--- src/rtl/pipe_stage_buf_pkg.sv ---
// Shared types and constants for the inter-stage pipeline registers.
package pipe_pkg;

    localparam int FWD_LANE_RS1 = 0;
    localparam int FWD_LANE_RS2 = 1;

    // Stage control layouts, each packed to the 16-bit control field.
    typedef struct packed {
        logic       rf_we;
        logic       dram_we;
        logic [1:0] br_type;
        logic       jump;
        logic [1:0] wb_sel;
        logic [3:0] alu_op;
        logic [4:0] rd_addr;
    } id_ex_ctrl_t;

    typedef struct packed {
        logic       rf_we;
        logic       dram_we;
        logic [1:0] dram_size;
        logic [1:0] wb_sel;
        logic [4:0] rd_addr;
        logic [4:0] rsvd;
    } ex_mem_ctrl_t;

    function automatic int ops_width(input int num_ops, input int op_w);
        return num_ops * op_w;
    endfunction

    function automatic int lane_lo(input int lane, input int op_w);
        return lane * op_w;
    endfunction

endpackage

--- src/rtl/pipe_stage_buf_if.sv ---
// Handshake and payload bundle between two pipeline stages.
interface pipe_stage_buf_if import pipe_pkg::*; #(
    parameter int CTRL_W  = 16,
    parameter int DATA_W  = 96,
    parameter int NUM_OPS = 2,
    parameter int OP_W    = 32
);
    localparam int OPS_W = ops_width(NUM_OPS, OP_W);

    logic               flush_i;
    logic               in_valid_i;
    logic               in_ready_o;
    logic [CTRL_W-1:0]  in_ctrl_i;
    logic [DATA_W-1:0]  in_data_i;
    logic [OPS_W-1:0]   in_ops_i;
    logic [NUM_OPS-1:0] fwd_en_i;
    logic [OPS_W-1:0]   fwd_data_i;
    logic               out_valid_o;
    logic               out_ready_i;
    logic [CTRL_W-1:0]  out_ctrl_o;
    logic [DATA_W-1:0]  out_data_o;
    logic [OPS_W-1:0]   out_ops_o;
    logic [1:0]         occ_o;

    modport master (
        output flush_i, in_valid_i, in_ctrl_i, in_data_i, in_ops_i,
               fwd_en_i, fwd_data_i, out_ready_i,
        input  in_ready_o, out_valid_o, out_ctrl_o, out_data_o, out_ops_o, occ_o
    );

    modport slave (
        input  flush_i, in_valid_i, in_ctrl_i, in_data_i, in_ops_i,
               fwd_en_i, fwd_data_i, out_ready_i,
        output in_ready_o, out_valid_o, out_ctrl_o, out_data_o, out_ops_o, occ_o
    );

endinterface

--- src/rtl/pipe_stage_buf_fwd_mux.sv ---
// Per-lane operand override: a forwarded value replaces the register-file read.
module pipe_fwd_mux import pipe_pkg::*; #(
    parameter int NUM_OPS = 2,
    parameter int OP_W    = 32
) (
    input  logic [ops_width(NUM_OPS, OP_W)-1:0] ops_i,
    input  logic [NUM_OPS-1:0]                  fwd_en_i,
    input  logic [ops_width(NUM_OPS, OP_W)-1:0] fwd_data_i,
    output logic [ops_width(NUM_OPS, OP_W)-1:0] ops_o
);

    for (genvar k = 0; k < NUM_OPS; k++) begin : g_lane
        assign ops_o[lane_lo(k, OP_W) +: OP_W] = fwd_en_i[k] ? fwd_data_i[lane_lo(k, OP_W) +: OP_W]
                                                             : ops_i[lane_lo(k, OP_W) +: OP_W];
    end

endmodule

--- src/rtl/pipe_stage_buf.sv ---
// Valid/ready pipeline register with flush, capture-time forwarding and
// an optional skid entry that keeps in_ready_o off the downstream ready path.
module pipe_stage_buf import pipe_pkg::*; #(
    parameter int CTRL_W  = 16,
    parameter int DATA_W  = 96,
    parameter int NUM_OPS = 2,
    parameter int OP_W    = 32,
    parameter int SKID    = 1
) (
    input  logic             clk,
    input  logic             rst_n,
    pipe_stage_buf_if.slave  bus
);

    localparam int OPS_W = ops_width(NUM_OPS, OP_W);

    logic               main_valid_q, main_valid_d;
    logic [CTRL_W-1:0]  main_ctrl_q,  main_ctrl_d;
    logic [DATA_W-1:0]  main_data_q,  main_data_d;
    logic [OPS_W-1:0]   main_ops_q,   main_ops_d;
    logic               skid_valid_q, skid_valid_d;
    logic [CTRL_W-1:0]  skid_ctrl_q,  skid_ctrl_d;
    logic [DATA_W-1:0]  skid_data_q,  skid_data_d;
    logic [OPS_W-1:0]   skid_ops_q,   skid_ops_d;

    logic               in_ready;
    logic               accept;
    logic               drain;
    logic [OPS_W-1:0]   cap_ops;

    pipe_fwd_mux #(
        .NUM_OPS (NUM_OPS),
        .OP_W    (OP_W)
    ) u_fwd_mux (
        .ops_i      (bus.in_ops_i),
        .fwd_en_i   (bus.fwd_en_i),
        .fwd_data_i (bus.fwd_data_i),
        .ops_o      (cap_ops)
    );

    // rst_n gating keeps the stage from accepting while reset is held.
    always_comb begin
        in_ready = 1'b0;
        if (SKID != 0) begin
            in_ready = rst_n & ~skid_valid_q;
        end else begin
            in_ready = rst_n & (~main_valid_q | bus.out_ready_i);
        end
    end

    assign accept = bus.in_valid_i & in_ready;
    assign drain  = main_valid_q & bus.out_ready_i;

    always_comb begin
        main_valid_d = main_valid_q;
        main_ctrl_d  = main_ctrl_q;
        main_data_d  = main_data_q;
        main_ops_d   = main_ops_q;
        skid_valid_d = skid_valid_q;
        skid_ctrl_d  = skid_ctrl_q;
        skid_data_d  = skid_data_q;
        skid_ops_d   = skid_ops_q;

        if (bus.flush_i) begin
            main_valid_d = 1'b0;
            main_ctrl_d  = '0;
            skid_valid_d = 1'b0;
            skid_ctrl_d  = '0;
        end else if (drain && skid_valid_q) begin
            main_ctrl_d  = skid_ctrl_q;
            main_data_d  = skid_data_q;
            main_ops_d   = skid_ops_q;
            skid_valid_d = 1'b0;
        end else if (accept && main_valid_q && !drain) begin
            // Only reachable with a skid entry; SKID=0 never accepts into a full stage.
            skid_valid_d = 1'b1;
            skid_ctrl_d  = bus.in_ctrl_i;
            skid_data_d  = bus.in_data_i;
            skid_ops_d   = cap_ops;
        end else if (accept) begin
            main_valid_d = 1'b1;
            main_ctrl_d  = bus.in_ctrl_i;
            main_data_d  = bus.in_data_i;
            main_ops_d   = cap_ops;
        end else if (drain) begin
            main_valid_d = 1'b0;
        end
    end

    always_ff @(posedge clk) begin
        if (!rst_n) begin
            main_valid_q <= 1'b0;
            main_ctrl_q  <= '0;
            main_data_q  <= '0;
            main_ops_q   <= '0;
            skid_valid_q <= 1'b0;
            skid_ctrl_q  <= '0;
            skid_data_q  <= '0;
            skid_ops_q   <= '0;
        end else begin
            main_valid_q <= main_valid_d;
            main_ctrl_q  <= main_ctrl_d;
            main_data_q  <= main_data_d;
            main_ops_q   <= main_ops_d;
            skid_valid_q <= skid_valid_d;
            skid_ctrl_q  <= skid_ctrl_d;
            skid_data_q  <= skid_data_d;
            skid_ops_q   <= skid_ops_d;
        end
    end

    assign bus.in_ready_o  = in_ready;
    assign bus.out_valid_o = main_valid_q;
    assign bus.out_ctrl_o  = main_ctrl_q;
    assign bus.out_data_o  = main_data_q;
    assign bus.out_ops_o   = main_ops_q;
    assign bus.occ_o       = {1'b0, main_valid_q} + {1'b0, skid_valid_q};

endmodule

--- src/flat_wrapper.sv ---
// flat-port wrapper written by rule: the top's interface ports become plain ports
module pipe_stage_buf_flat import pipe_pkg::*;
#(
    parameter int CTRL_W  = 16,
    parameter int DATA_W  = 96,
    parameter int NUM_OPS = 2,
    parameter int OP_W    = 32,
    parameter int SKID    = 1
)
  (clk, rst_n, bus_flush_i, bus_in_valid_i, bus_in_ctrl_i, bus_in_data_i, bus_in_ops_i, bus_fwd_en_i, bus_fwd_data_i, bus_out_ready_i, bus_in_ready_o, bus_out_valid_o, bus_out_ctrl_o, bus_out_data_o, bus_out_ops_o, bus_occ_o);
  pipe_stage_buf_if #(.CTRL_W(CTRL_W), .DATA_W(DATA_W), .NUM_OPS(NUM_OPS), .OP_W(OP_W)) bus_i ();
  input  logic clk;
  input  logic rst_n;
  input wire logic [$bits(bus_i.flush_i)-1:0] bus_flush_i;
  input wire logic [$bits(bus_i.in_valid_i)-1:0] bus_in_valid_i;
  input wire logic [$bits(bus_i.in_ctrl_i)-1:0] bus_in_ctrl_i;
  input wire logic [$bits(bus_i.in_data_i)-1:0] bus_in_data_i;
  input wire logic [$bits(bus_i.in_ops_i)-1:0] bus_in_ops_i;
  input wire logic [$bits(bus_i.fwd_en_i)-1:0] bus_fwd_en_i;
  input wire logic [$bits(bus_i.fwd_data_i)-1:0] bus_fwd_data_i;
  input wire logic [$bits(bus_i.out_ready_i)-1:0] bus_out_ready_i;
  output wire logic [$bits(bus_i.in_ready_o)-1:0] bus_in_ready_o;
  output wire logic [$bits(bus_i.out_valid_o)-1:0] bus_out_valid_o;
  output wire logic [$bits(bus_i.out_ctrl_o)-1:0] bus_out_ctrl_o;
  output wire logic [$bits(bus_i.out_data_o)-1:0] bus_out_data_o;
  output wire logic [$bits(bus_i.out_ops_o)-1:0] bus_out_ops_o;
  output wire logic [$bits(bus_i.occ_o)-1:0] bus_occ_o;
  assign bus_i.flush_i = bus_flush_i;
  assign bus_i.in_valid_i = bus_in_valid_i;
  assign bus_i.in_ctrl_i = bus_in_ctrl_i;
  assign bus_i.in_data_i = bus_in_data_i;
  assign bus_i.in_ops_i = bus_in_ops_i;
  assign bus_i.fwd_en_i = bus_fwd_en_i;
  assign bus_i.fwd_data_i = bus_fwd_data_i;
  assign bus_i.out_ready_i = bus_out_ready_i;
  assign bus_in_ready_o = bus_i.in_ready_o;
  assign bus_out_valid_o = bus_i.out_valid_o;
  assign bus_out_ctrl_o = bus_i.out_ctrl_o;
  assign bus_out_data_o = bus_i.out_data_o;
  assign bus_out_ops_o = bus_i.out_ops_o;
  assign bus_occ_o = bus_i.occ_o;
  pipe_stage_buf #(.CTRL_W(CTRL_W), .DATA_W(DATA_W), .NUM_OPS(NUM_OPS), .OP_W(OP_W), .SKID(SKID)) u_core (.clk(clk), .rst_n(rst_n), .bus(bus_i));
endmodule
--- config.mk ---
export PLATFORM = sky130hd
export DESIGN_NAME = pipe_stage_buf_flat
export DESIGN_NICKNAME = d
export VERILOG_FILES = /design/src/rtl/pipe_stage_buf_pkg.sv /design/src/rtl/pipe_stage_buf_if.sv /design/src/rtl/pipe_stage_buf_fwd_mux.sv /design/src/rtl/pipe_stage_buf.sv /design/src/flat_wrapper.sv
export SDC_FILE = /design/constraint.sdc
export NUM_CORES = 1
export LEC_CHECK = 0
export BUFFER_PORTS_ARGS = -buffer_cell sky130_fd_sc_hd__buf_4
export CAP_MARGIN = 10
export CORE_ASPECT_RATIO = 2
export CORE_MARGIN = 5
export CORE_UTILIZATION = 55
export CTS_BUF_LIST = sky130_fd_sc_hd__clkbuf_4
export DETAILED_ROUTE_END_ITERATION = 10
export PLACE_DENSITY = 0.84
export SYNTH_ARGS = -nofsm -noshare
export SYNTH_HDL_FRONTEND = slang
export SYNTH_SLANG_ARGS = --single-unit
--- constraint.sdc ---
create_clock -name clk -period 3.03 [get_ports clk]
set_input_delay 0.303 -clock clk [delete_from_list [all_inputs] [get_ports clk]]
set_output_delay 0.303 -clock clk [all_outputs]
set_load 0.005 [all_outputs]
==> results by group <==
Status
  • Status: completed

Place
  • RD Place Congestion: 0.878
  • Buffers on Ports: 426
  • Placed insts: 2,379
  • Placed cell area: 0.0178 mm²
  • DP Wirelength: 29,800 µm

Yosys
  • Synth area leaders: dfxtp_1 (48%), nand2_1 (14%), nand3_1 (12%)
  • Top cells by count, synth: nand2_1 (529), dfxtp_1 (354), nand3_1 (339), o211a_1 (128), clkbuf_1 (110)
  • Cell Area, Synth: 0.0147 mm²
  • Post-Syn Instances: 1,766
  • Unique cell type count in the Yosys netlist: 25
  • Syn avg cell area: 8.31 µm²
  • Top cell type's share of synthesized area: 0.483
  • Sequential area share after synthesis: 0.483
  • Ys flop type: dfxtp_1
  • Count leader, synth: nand2_1
  • Asr flop ratio synth: 0
  • Area leader, netlist: dfxtp_1
  • YS warnings: 0
  • #FFs+latches synth: 354
  • Number of synthesized flops with an enable pin: 0
  • Synth Net Count: 2,014

Global route
  • Antenna violations before repair: 3
  • GR Layer Usage met2: 0.627
  • Global route hottest layer: met2
  • Met3 Resource Use GR: 0.0966
  • GR Layer Usage met1: 0.383
  • First-pass GRT wire length: 89,000 µm
  • Largest net degree at the start of global routing: 138
  • Gr ovfl total: 0
  • Vias in the first global route: 16,800
  • Total track usage: 0.363

Route
  • Drt pass-1 iters: 6
  • Drt via density: 6.08
  • DRT Wirelength: 58,000 µm
  • Vias: 16,800
  • Drc violations: 0
  • DR WL/cell: 21.0 µm
  • First-iteration detailed-routing DRC count: 2,001
  • Post-DRT Antenna Nets: 0

Die
  • Initial Util: 0.558
  • Die Ht: 241 µm
  • Die outline width: 125 µm
  • Core area: 0.0263 mm²
  • Die area: 0.0302 mm²
  • # IOs: 427
  • # rows: 84

STA
  • Worst clock skew: 46.7 ps
  • RSZ-0062 raised after global routing: no
  • Fin crit period: 2670 ps
  • Fin. max-slew vios: 0
  • Fmax: 375 MHz
  • Final Cycle Share: 0.880
  • Final setup vio count: 0
  • Setup TNS: 0 ps
  • Slew @ Worst Pin: 1080 ps
  • Relative slew slack: 0.279
  • Final hold slack: 49.6 ps
  • Hold Violations, Final: 0

Clock tree
  • Resized Gates After CTS: 0
  • Worst skew pair latency: 790 ps
  • TritonCTS Buffers: 77
  • Htree depth: 3
  • CTS tree: yes
  • Clk slew on worst S/H paths: 70 ps
  • CTS max path bufs: 3
  • Root Driver: clkbuf_4
  • CTS sink cnt: 354

Run
  • Max Cap Viol: 0

Layout
  • Area delta synth->final: 45.0%
  • Layout cell share with drive strength beyond 1: 0.233
  • Final design area excluding fillers: 0.0213 mm²
  • Final Util: 0.810
  • Post-route insts no fill: 2,767
  • Fillers: 1,452
  • Nets: 2,614

Worst setup path
  • Crit path kind: in2reg
  • Critical Path RT: 3680 ps
  • Worst EP arrival: 3320 ps
  • CP max FO: 127
  • CP endpoint kind: flip-flop
  • CP startpoint kind: primary input

Min path
  • Hold Crit Class: in2reg

Power and ir drop
  • Leakage power figure: 11.4 nW
  • Power per Cell Area: 462 mW/mm²
  • VDD IR-drop max: 0.464 mV
## cell families after synthesis
kind of cell    after synthesis  share of synthesized area
compound gates              263                      0.152
mux                          80                     0.0546
simple gates                892                      0.259
buf+inv                     176                     0.0505
flops                       354                      0.483
fa+ha+maj                     1                   0.000853
## repair_timing
| item | in CTS | in global routing |
|---|---|---|
| hold buffers | 251 | 1 |
| endpoints found under the hold margin | 347 | 1 |
| buffers inserted | 0 | 0 |
## power by group
group,internal (mW),switching (mW),total (mW)
Clock,1.74,1.88,3.62
Combinational,0.731,0.606,1.34
Sequential,4.78,0.0939,4.87
## final timing paths
kind	depth (start not counted)	slack, ps	from	to
setup / recovery	8	360	rst_n	u_core.skid_ops_q[58]
hold / removal	4	50	bus_fwd_data_i[38]	u_core.skid_ops_q[38]
setup reg to reg	5	440	u_core.skid_valid_q	u_core.skid_ops_q[44]
hold reg to reg	2	450	u_core.skid_data_q[42]	u_core.skid_data_q[42]
## placed cells by master (no fill, tap or decap), types with 2 or more instances in the layout
master,instances
nand2_1,529
buf_4,436
dfxtp_1,354
nand3_1,338
dlygate4sd3_1,252
o211a_1,128
clkbuf_4,109
mux2i_1,80
o2111ai_1,64
o21ai_0,49
nor2_1,16
a31oi_1,16
clkinv_1,16
diode_2,6
buf_12,6
nor2b_1,3
inv_2,3
a21oi_1,2
inv_1,2
## per-stage QoR
step | total power, mW | setup slack, ps
finish | 9.83 | 364
global route | 10.2 | 269
CTS | 9.72 | 624
detailed placement | 5.94 | 804
global placement | 5.91 | 924
floorplan | 5.36 | 1400
## routing by layer
metal,vias to the layer above,share of wire
met5,-,0.00021
met4,2,0.074
met3,334,0.091
met2,1164,0.50
met1,7904,0.34
li1,7408,-
## area by class of cell
type	count	area [µm²]	area share
multi-input combinational	1236	6880	0.323
tap	344	430	0.0202
antenna	6	15.0	0.000706
timing repair buffer	695	5930	0.279
inverter	2	7.51	0.000353
clock buffer	109	818	0.0385
clock inverter	21	106	0.00500
sequential	354	7090	0.333
## flip-flops by register name, summed over array words and instances (netlist names)
signal	cells
u_core.skid_valid_q	1
u_core.bus.out_ops_o	64
u_core.bus.out_ctrl_o	16
u_core.bus.out_valid_o	1
u_core.skid_ctrl_q	16
u_core.skid_data_q	96
u_core.skid_ops_q	64
u_core.bus.out_data_o	96
## critical path, cell delays in order
cell and delay [ps]:
dlygate4sd3_1 570, buf_8 340, nor2b_1 430, and4b_4 340, buf_12 440, nand2_1 100, o211a_1 150, dlygate4sd3_1 560
Power figures use the tool's default switching activity.
